===== config.mk =====
export PLATFORM = sky130hd
export DESIGN_NAME = multicycle_control
export DESIGN_NICKNAME = d
export VERILOG_FILES = /design/src/rtl/multicycle_control_pkg.sv /design/src/rtl/multicycle_control_alu_decoder.sv /design/src/rtl/multicycle_control.sv
export SDC_FILE = /design/constraint.sdc
export NUM_CORES = 1
export LEC_CHECK = 0
export CORE_ASPECT_RATIO = 1.25
export CORE_MARGIN = 3
export CORE_UTILIZATION = 43
export CTS_BUF_LIST = sky130_fd_sc_hd__clkbuf_4 sky130_fd_sc_hd__clkbuf_8 sky130_fd_sc_hd__clkbuf_16
export DETAILED_ROUTE_END_ITERATION = 8
export PLACE_DENSITY = 0.8
export SLEW_MARGIN = 25
export SYNTH_ARGS = -nofsm -noshare
export SYNTH_HDL_FRONTEND = slang
export SYNTH_HIERARCHICAL = 1
export SYNTH_SLANG_ARGS = --single-unit

===== constraint.sdc =====
create_clock -name clk -period 1.75 [get_ports clk]
set_input_delay 0.2625 -clock clk [delete_from_list [all_inputs] [get_ports clk]]
set_output_delay 0.2625 -clock clk [all_outputs]
set_load 0.05 [all_outputs]

===== src/rtl/multicycle_control_pkg.sv =====
// Shared constants for the multicycle MIPS control: FSM states, ALU function
// codes and the opcode/funct encodings the decoders dispatch on.
package multicycle_control_pkg;

    typedef enum logic [3:0] {
        ST_IDLE     = 4'd0,
        ST_FETCH    = 4'd1,
        ST_DECODE   = 4'd2,
        ST_EXEC_R   = 4'd3,
        ST_EXEC_I   = 4'd4,
        ST_ALUWB    = 4'd5,
        ST_MEMADDR  = 4'd6,
        ST_MEMREAD  = 4'd7,
        ST_MEMWRITE = 4'd8,
        ST_MEMWB    = 4'd9,
        ST_BRANCH   = 4'd10,
        ST_JUMP     = 4'd11,
        ST_JR       = 4'd12
    } state_t;

    localparam logic [2:0] OP_ADD = 3'd0;
    localparam logic [2:0] OP_SUB = 3'd1;
    localparam logic [2:0] OP_AND = 3'd2;
    localparam logic [2:0] OP_OR  = 3'd3;
    localparam logic [2:0] OP_NOR = 3'd4;
    localparam logic [2:0] OP_SLT = 3'd5;
    localparam logic [2:0] OP_SLL = 3'd6;
    localparam logic [2:0] OP_SRL = 3'd7;

    localparam logic [5:0] OPC_RTYPE = 6'h00;
    localparam logic [5:0] OPC_J     = 6'h02;
    localparam logic [5:0] OPC_JAL   = 6'h03;
    localparam logic [5:0] OPC_BEQ   = 6'h04;
    localparam logic [5:0] OPC_BNE   = 6'h05;
    localparam logic [5:0] OPC_ADDI  = 6'h08;
    localparam logic [5:0] OPC_ANDI  = 6'h0C;
    localparam logic [5:0] OPC_ORI   = 6'h0D;
    localparam logic [5:0] OPC_BZ    = 6'h18;
    localparam logic [5:0] OPC_BN    = 6'h19;
    localparam logic [5:0] OPC_LW    = 6'h23;
    localparam logic [5:0] OPC_SW    = 6'h2B;

    localparam logic [5:0] FN_SLL = 6'h00;
    localparam logic [5:0] FN_SRL = 6'h02;
    localparam logic [5:0] FN_JR  = 6'h08;
    localparam logic [5:0] FN_ADD = 6'h20;
    localparam logic [5:0] FN_SUB = 6'h22;
    localparam logic [5:0] FN_AND = 6'h24;
    localparam logic [5:0] FN_OR  = 6'h25;
    localparam logic [5:0] FN_NOR = 6'h27;
    localparam logic [5:0] FN_SLT = 6'h2A;

endpackage


===== src/rtl/multicycle_control_alu_decoder.sv =====
// Combinational ALU decode: picks the execute-phase ALU function and the
// immediate extension mode for an instruction; flags unknown R-type functs.
module alu_decoder
    import multicycle_control_pkg::*;
#(
    parameter int OPCODE_W = 6,
    parameter int ALU_OP_W = 3
) (
    input  logic [OPCODE_W-1:0] opcode,
    input  logic [OPCODE_W-1:0] funct,
    output logic [ALU_OP_W-1:0] alu_op,
    output logic                ext_op,
    output logic                funct_ok
);

    always_comb begin
        alu_op   = ALU_OP_W'(OP_ADD);
        ext_op   = 1'b1;
        funct_ok = 1'b0;
        case (opcode)
            OPC_RTYPE: begin
                ext_op   = 1'b0;
                funct_ok = 1'b1;
                case (funct)
                    FN_ADD:  alu_op = ALU_OP_W'(OP_ADD);
                    FN_SUB:  alu_op = ALU_OP_W'(OP_SUB);
                    FN_AND:  alu_op = ALU_OP_W'(OP_AND);
                    FN_OR:   alu_op = ALU_OP_W'(OP_OR);
                    FN_NOR:  alu_op = ALU_OP_W'(OP_NOR);
                    FN_SLT:  alu_op = ALU_OP_W'(OP_SLT);
                    FN_SLL:  alu_op = ALU_OP_W'(OP_SLL);
                    FN_SRL:  alu_op = ALU_OP_W'(OP_SRL);
                    default: funct_ok = 1'b0;
                endcase
            end
            // Logical immediates are zero-extended, arithmetic ones sign-extended.
            OPC_ANDI: begin
                alu_op = ALU_OP_W'(OP_AND);
                ext_op = 1'b0;
            end
            OPC_ORI: begin
                alu_op = ALU_OP_W'(OP_OR);
                ext_op = 1'b0;
            end
            OPC_BEQ, OPC_BNE, OPC_BZ, OPC_BN: alu_op = ALU_OP_W'(OP_SUB);
            default: ;
        endcase
    end

endmodule


===== src/rtl/multicycle_control.sv =====
// Main control FSM of the multicycle MIPS core: sequences fetch, decode,
// execute, memory and writeback, stalling on the memory ready handshake.
module multicycle_control
    import multicycle_control_pkg::*;
#(
    parameter int OPCODE_W      = 6,
    parameter int ALU_OP_W      = 3,
    parameter bit ENABLE_LINK   = 1'b1,
    parameter bit ENABLE_STATUS = 1'b1
) (
    input  logic                clk,
    input  logic                reset,
    input  logic [OPCODE_W-1:0] opcode,
    input  logic [OPCODE_W-1:0] funct,
    input  logic                mem_ready,
    input  logic                zero,
    input  logic                st_z,
    output logic                mem_read,
    output logic                mem_write,
    output logic                i_or_d,
    output logic                ir_write,
    output logic                pc_write,
    output logic                pc_write_cond,
    output logic [1:0]          pc_select,
    output logic                reg_write,
    output logic                reg_dst,
    output logic                write_reg31,
    output logic                mem_to_reg,
    output logic                alu_src_a,
    output logic [1:0]          alu_src_b,
    output logic                ext_op,
    output logic [ALU_OP_W-1:0] alu_op,
    output logic                illegal,
    output logic [3:0]          state
);

    state_t              state_r;
    logic [ALU_OP_W-1:0] dec_alu_op;
    logic                dec_ext_op;
    logic                funct_ok;

    logic is_r, is_jr, is_imm, is_lw, is_sw, is_branch, is_jal, is_jump, legal;
    logic branch_taken;

    alu_decoder #(
        .OPCODE_W (OPCODE_W),
        .ALU_OP_W (ALU_OP_W)
    ) u_alu_decoder (
        .opcode   (opcode),
        .funct    (funct),
        .alu_op   (dec_alu_op),
        .ext_op   (dec_ext_op),
        .funct_ok (funct_ok)
    );

    assign is_r      = (opcode == OPC_RTYPE);
    assign is_jr     = is_r && (funct == FN_JR);
    assign is_imm    = (opcode == OPC_ADDI) || (opcode == OPC_ANDI) || (opcode == OPC_ORI);
    assign is_lw     = (opcode == OPC_LW);
    assign is_sw     = (opcode == OPC_SW);
    assign is_branch = (opcode == OPC_BEQ) || (opcode == OPC_BNE) ||
                       (ENABLE_STATUS && ((opcode == OPC_BZ) || (opcode == OPC_BN)));
    assign is_jal    = ENABLE_LINK && (opcode == OPC_JAL);
    assign is_jump   = (opcode == OPC_J) || is_jal;
    assign legal     = is_r || is_imm || is_lw || is_sw || is_branch || is_jump;

    always_comb begin
        case (opcode)
            OPC_BEQ: branch_taken = zero;
            OPC_BNE: branch_taken = !zero;
            OPC_BZ:  branch_taken = st_z;
            OPC_BN:  branch_taken = !st_z;
            default: branch_taken = 1'b0;
        endcase
    end

    always_ff @(posedge clk or posedge reset) begin
        if (reset) begin
            state_r <= ST_IDLE;
        end else begin
            case (state_r)
                ST_IDLE:     state_r <= ST_FETCH;
                ST_FETCH:    if (mem_ready) state_r <= ST_DECODE;
                ST_DECODE: begin
                    if (!legal)         state_r <= ST_FETCH;
                    else if (is_jr)     state_r <= ST_JR;
                    else if (is_r)      state_r <= ST_EXEC_R;
                    else if (is_imm)    state_r <= ST_EXEC_I;
                    else if (is_lw || is_sw) state_r <= ST_MEMADDR;
                    else if (is_branch) state_r <= ST_BRANCH;
                    else                state_r <= ST_JUMP;
                end
                ST_EXEC_R:   state_r <= funct_ok ? ST_ALUWB : ST_FETCH;
                ST_EXEC_I:   state_r <= ST_ALUWB;
                ST_MEMADDR:  state_r <= is_lw ? ST_MEMREAD : ST_MEMWRITE;
                ST_MEMREAD:  if (mem_ready) state_r <= ST_MEMWB;
                ST_MEMWRITE: if (mem_ready) state_r <= ST_FETCH;
                ST_ALUWB, ST_MEMWB, ST_BRANCH, ST_JUMP, ST_JR: state_r <= ST_FETCH;
                default:     state_r <= ST_IDLE;
            endcase
        end
    end

    assign state = state_r;

    // Decoded from the state register so an async reset clears every output at once.
    always_comb begin
        mem_read      = 1'b0;
        mem_write     = 1'b0;
        i_or_d        = 1'b0;
        ir_write      = 1'b0;
        pc_write      = 1'b0;
        pc_write_cond = 1'b0;
        pc_select     = 2'b00;
        reg_write     = 1'b0;
        reg_dst       = 1'b0;
        write_reg31   = 1'b0;
        mem_to_reg    = 1'b0;
        alu_src_a     = 1'b0;
        alu_src_b     = 2'b00;
        ext_op        = 1'b0;
        alu_op        = ALU_OP_W'(OP_ADD);
        illegal       = 1'b0;
        case (state_r)
            ST_FETCH: begin
                mem_read  = 1'b1;
                alu_src_b = 2'b01;
                ir_write  = mem_ready;
                pc_write  = mem_ready;
            end
            ST_DECODE: begin
                alu_src_b = 2'b11;
                ext_op    = 1'b1;
                illegal   = !legal;
            end
            ST_EXEC_R: begin
                alu_src_a = 1'b1;
                alu_op    = dec_alu_op;
                illegal   = !funct_ok;
            end
            ST_EXEC_I: begin
                alu_src_a = 1'b1;
                alu_src_b = 2'b10;
                ext_op    = dec_ext_op;
                alu_op    = dec_alu_op;
            end
            ST_ALUWB: begin
                reg_write = 1'b1;
                reg_dst   = !is_r;
            end
            ST_MEMADDR: begin
                alu_src_a = 1'b1;
                alu_src_b = 2'b10;
                ext_op    = 1'b1;
            end
            ST_MEMREAD: begin
                mem_read = 1'b1;
                i_or_d   = 1'b1;
            end
            ST_MEMWRITE: begin
                mem_write = 1'b1;
                i_or_d    = 1'b1;
            end
            ST_MEMWB: begin
                reg_write  = 1'b1;
                reg_dst    = 1'b1;
                mem_to_reg = 1'b1;
            end
            // pc_write carries the resolved condition so bne/bz/bn need no datapath logic.
            ST_BRANCH: begin
                alu_src_a     = 1'b1;
                alu_op        = ALU_OP_W'(OP_SUB);
                pc_write_cond = 1'b1;
                pc_select     = 2'b01;
                pc_write      = branch_taken;
            end
            ST_JUMP: begin
                pc_write    = 1'b1;
                pc_select   = 2'b10;
                reg_write   = is_jal;
                write_reg31 = is_jal;
            end
            ST_JR: begin
                pc_write  = 1'b1;
                pc_select = 2'b11;
            end
            default: ;
        endcase
    end

endmodule

==> results.txt, run 1 <==
count of different cell masters after synthesis = 56
Seq/Total Area, Yosys = 10.09%
result of the run = stopped before the end
site row count = 18
flop and latch count out of synthesis = 4
gp weighted congestion = 0.9739
number of synthesized flops with an enable pin = 0
tool error message = [ERROR DPL-0038] Utilization greater than 100%, impossible to legalize
Yosys warning total = 6
async set-reset flop share out of synthesis = 100.0%
synthesized area per cell = 6.938 sq um
die height = 59.71 um
Die Width = 48.97 um
most frequent cells after synthesis = 12 x nor2_1, 12 x nor3_1, 9 x clkbuf_1, 9 x nand2b_1, 8 x inv_1
dominant cells by area after synthesis = dfrtp_1 10%, nor3_1 6.1%, nand2b_1 5.7%, nor2_1 4.5%, nor2b_1 3.8%
terminating stage of the flow = 3_5_place_dp
total of buffers placed on input and output ports = 40
Mapped Cells = 143
top cell type's share of synthesized area = 10.09%
prevailing post-synth register cell = dfrtp_1
post-synthesis instance area = 992.2 sq um
initial standard-cell utilization of the core = 47.89%
top cell type by total area after synthesis = dfrtp_1
total I/O pin count = 41
Post-Synthesis Net Count = 160
[cell families after synthesis]
logic type	synth area share [%]
compound gates	32.41
simple gates	45.77
flops	10.09
mux	1.135
xor+xnor	0.8829
buf+inv	9.710
[per-stage QoR]
step              area (sq um)  worst slack [ps]  TNS [ps]  hold WS [ps]
floorplan                 1308            -410.2     -1838         28.63
global placement          2165            -684.4     -6265         441.8
==> run 2, diff against run 1 <==
--- a/config.mk
+++ b/config.mk
@@ -5,12 +5,10 @@
 export SDC_FILE = /design/constraint.sdc
 export NUM_CORES = 1
 export LEC_CHECK = 0
-export CORE_ASPECT_RATIO = 1.25
-export CORE_MARGIN = 3
-export CORE_UTILIZATION = 43
-export CTS_BUF_LIST = sky130_fd_sc_hd__clkbuf_4 sky130_fd_sc_hd__clkbuf_8 sky130_fd_sc_hd__clkbuf_16
+export CORE_AREA = 3 3 64 66
 export DETAILED_ROUTE_END_ITERATION = 8
-export PLACE_DENSITY = 0.8
+export DIE_AREA = 0 0 67 69
+export PLACE_DENSITY_LB_ADDON = 0.15
 export SLEW_MARGIN = 25
 export SYNTH_ARGS = -nofsm -noshare
 export SYNTH_HDL_FRONTEND = slang
==> run 2 against run 1 <==
Compared with the run above: synthesized area unchanged; synthesized cell count unchanged; the flow now finishes, with violations (negative setup slack).
==> results.txt, run 2 <==
result of the run = finished with violations
violations in the final reports = negative setup slack
clock-pin slew reported for the worst setup and hold paths after clock tree synthesis = 30 ps
die height = 69 um (+16%)
transition at the pin with the smallest max-transition slack = 439.4 ps
switching power = 1384 uW
capturing element type of the critical path = primary output
violation count after the first detailed-route iteration = 83
Slowest-stage cell, CP = or4_4
final setup violation count = 17
highest cell delay on the worst timing path = 550 ps
post-synthesis instance area = 992.2 sq um (unchanged)
maximum number of pins on one net before global-route repair = 10
dominant cells by area after synthesis = dfrtp_1 10%, nor3_1 6.1%, nand2b_1 5.7%, nor2_1 4.5%, nor2b_1 3.8%
Post-Synthesis Net Count = 160 (unchanged)
sequential power share = 5.3%
clock share of power = 6.6%
htree depth = 1
Cell Pwr Density = 1008 nW/um^2
wire length per cell after detailed routing = 18.91 um
Seq/Total Area, Yosys = 10.09% (unchanged)
Worst Clk Skew = 4.404 ps
gp weighted congestion = 0.8639 (-11%)
highest-count cells in the layout ignoring fill and taps = 64 x buf_4, 25 x buf_6, 24 x buf_12
global router's overall resource usage = 23.44%
prevailing post-synth register cell = dfrtp_1
peak clock frequency supported by timing = 478.2 MHz
final cell utilization of the core = 82.13%
Mapped Cells = 143 (unchanged)
max-slew violation count = 0
Layout area overhead = 200.8%
Hold/Removal Path Class = in -> async
remaining number of nets flagged by the antenna check after routing = 0
critical path class = in -> out
WP data arrival = 1830 ps
origin of the critical flop-to-flop path = state[0]
setup slack of the critical path after layout = -341.2 ps
number of nets in the final layout = 283
slack of the worst reg-to-reg path = -100 ps
final hold violation count = 0
standby leakage power = 0.001256 uW
latest clock arrival within the worst-skew pair = 220 ps
worst ir drop on vdd = 0.0004775 V
sink count of the clock tree = 4
Max-Cap Viols = 0
via count of the first global-routing pass = 1,762
total of buffers placed on input and output ports = 40 (unchanged)
total I/O pin count = 41 (unchanged)
die area = 4623 sq um
cell chain of the critical path = buf_6 -> buf_6 -> or2b_1 -> a2111oi_4 -> or4_4 -> a2111oi_4 -> buf_12
maximum number of buffers from clock root to sink = 2
required time of the critical path = 1490 ps
post-place instance area = 2225 sq um
most frequent standard cell in the layout excluding fill and tap cells = buf_4
end of the worst register-to-register path = state[3]
max reg flops = 4
Die Width = 67 um (+37%)
R2R depth = 7
initial standard-cell utilization of the core = 27.31% (-21 points)
Root Buffer = clkbuf_8
top cell type's share of synthesized area = 10.09% (unchanged)
total half-perimeter wirelength after legalization and detailed placement = 3277 um
portion of total power attributed to combinational logic = 88.1%
routed via count = 1,729
cell-internal power = 1625 uW
Yosys warning total = 6 (unchanged)
TritonCTS clock tree = built
most frequent cells after synthesis = 12 x nor2_1, 12 x nor3_1, 9 x clkbuf_1, 9 x nand2b_1, 8 x inv_1
share of the clock period used by the worst path after layout = 119.5%
unrepaired setup endpoints after global routing = true
GRT overflow = 0
core region area = 3633 sq um
top cell type by total area after synthesis = dfrtp_1
site row count = 22 (+4)
ratio of cells with drive above 1 in the final layout = 73.48%
minimum clock period = 2091 ps
total clock buffers created by CTS = 3
count of different cell masters after synthesis = 56 (unchanged)
detailed-route wire length = 5899 um
DRC viols = 0
number of buffers inserted by hold repair at cts = 0
flop and latch count out of synthesis = 4 (unchanged)
net switching fraction of the power = 46.01%
async set-reset flop share out of synthesis = 100.0% (unchanged)
wire length of the first global-routing pass = 8452 um
relative slew slack = 70.39%
total iterations of the first detailed-routing run = 4
per-cell via count in the routed design = 5.542
antenna violations before repair = 0
number of synthesized flops with an enable pin = 0 (unchanged)
CP Max Fanout = 3
synthesized area per cell = 6.938 sq um (unchanged)
startpoint kind of the worst setup timing path = input pin
cell area after layout = 2984 sq um
number of antenna cells inserted = 0
run 2: cell counts after synthesis:
No cell type changed its count.
run 2: worst max path at each step:
| stage | start | endpoint | slack, ps |
|---|---|---|---|
| floorplan | state[0] | illegal | -410 |
| global placement | opcode[4] | pc_write | -720 |
| detailed placement | opcode[5] | illegal | -760 |
| CTS | opcode[1] | illegal | -380 |
| global route | opcode[4] | alu_op[1] | -380 |
| finish | opcode[1] | illegal | -340 |
run 2: logic make-up (layout without fill, tap and decap cells):
logic type | after synthesis | count (layout) | synth area share, %
simple gates | 74 | 74 | 45.77
xor+xnor | 1 | 1 | 0.8829
buf+inv | 21 | 142 | 9.710
mux | 1 | 1 | 1.135
flops | 4 | 4 | 10.09
compound gates | 42 | 42 | 32.41
run 2: stage by stage:
step / power, uW / setup slack (ps) / instances / setup TNS [ps] / hold WS, ps
after floorplan: 1293 / -410.2 / 143 / -1838 / 28.63
after global placement: 1963 / -724.8 / 271 / -6475 / 445.3
after detailed placement: 1986 / -757.3 / 271 / -6991 / 457.0
after CTS: 2710 / -376.8 / 304 / -2595 / 231.9
after global routing: 3116 / -383.6 / 312 / -3064 / 251.8
final: 3009 / -341.2 / 312 / -2151 / 222.8
run 2: worst max-delay path: cells and delay by family:
| kind | cells | cell delay [ps] |
|---|---|---|
| AO/OA/AOI/OAI | 2 | 430 |
| AND/OR/NAND/NOR | 2 | 740 |
| buffers and inverters | 3 | 400 |
run 2: final cells by class:
cell class,instances,area [sq um]
sequential,4,105.1
tap,48,60.06
timing repair buffer,131,1461
fill,212,649.4
inverter,8,32.53
clock buffer,3,41.29
multi-input combinational,118,1284
run 2: routing by layer:
layer,track usage [%],part of all wire [%]
met2,42.47,53
met3,1.629,4.8
met4,13.29,6.0
met1,25.77,36
met5,0,0
run 2: what timing repair did:
action,4_1_cts,5_1_grt
setup buffers,29,10
pin swaps,22,18
gates cloned,1,0
setup endpoints to repair,19,23
resized for setup,102,31
run 2: power by group through the flow:
| stage | Clock, uW | Sequential [uW] | Combinational [uW] |
|---|---|---|---|
| 5_1_grt | 212 | 162 | 2740 |
| 3_3_place_gp | 0 | 180 | 1780 |
| 4_1_cts | 194 | 155 | 2360 |
| 3_5_place_dp | 0 | 182 | 1800 |
| 2_1_floorplan | 0 | 217 | 1080 |
| 6_report | 199 | 160 | 2650 |
Power figures use the tool's default switching activity.
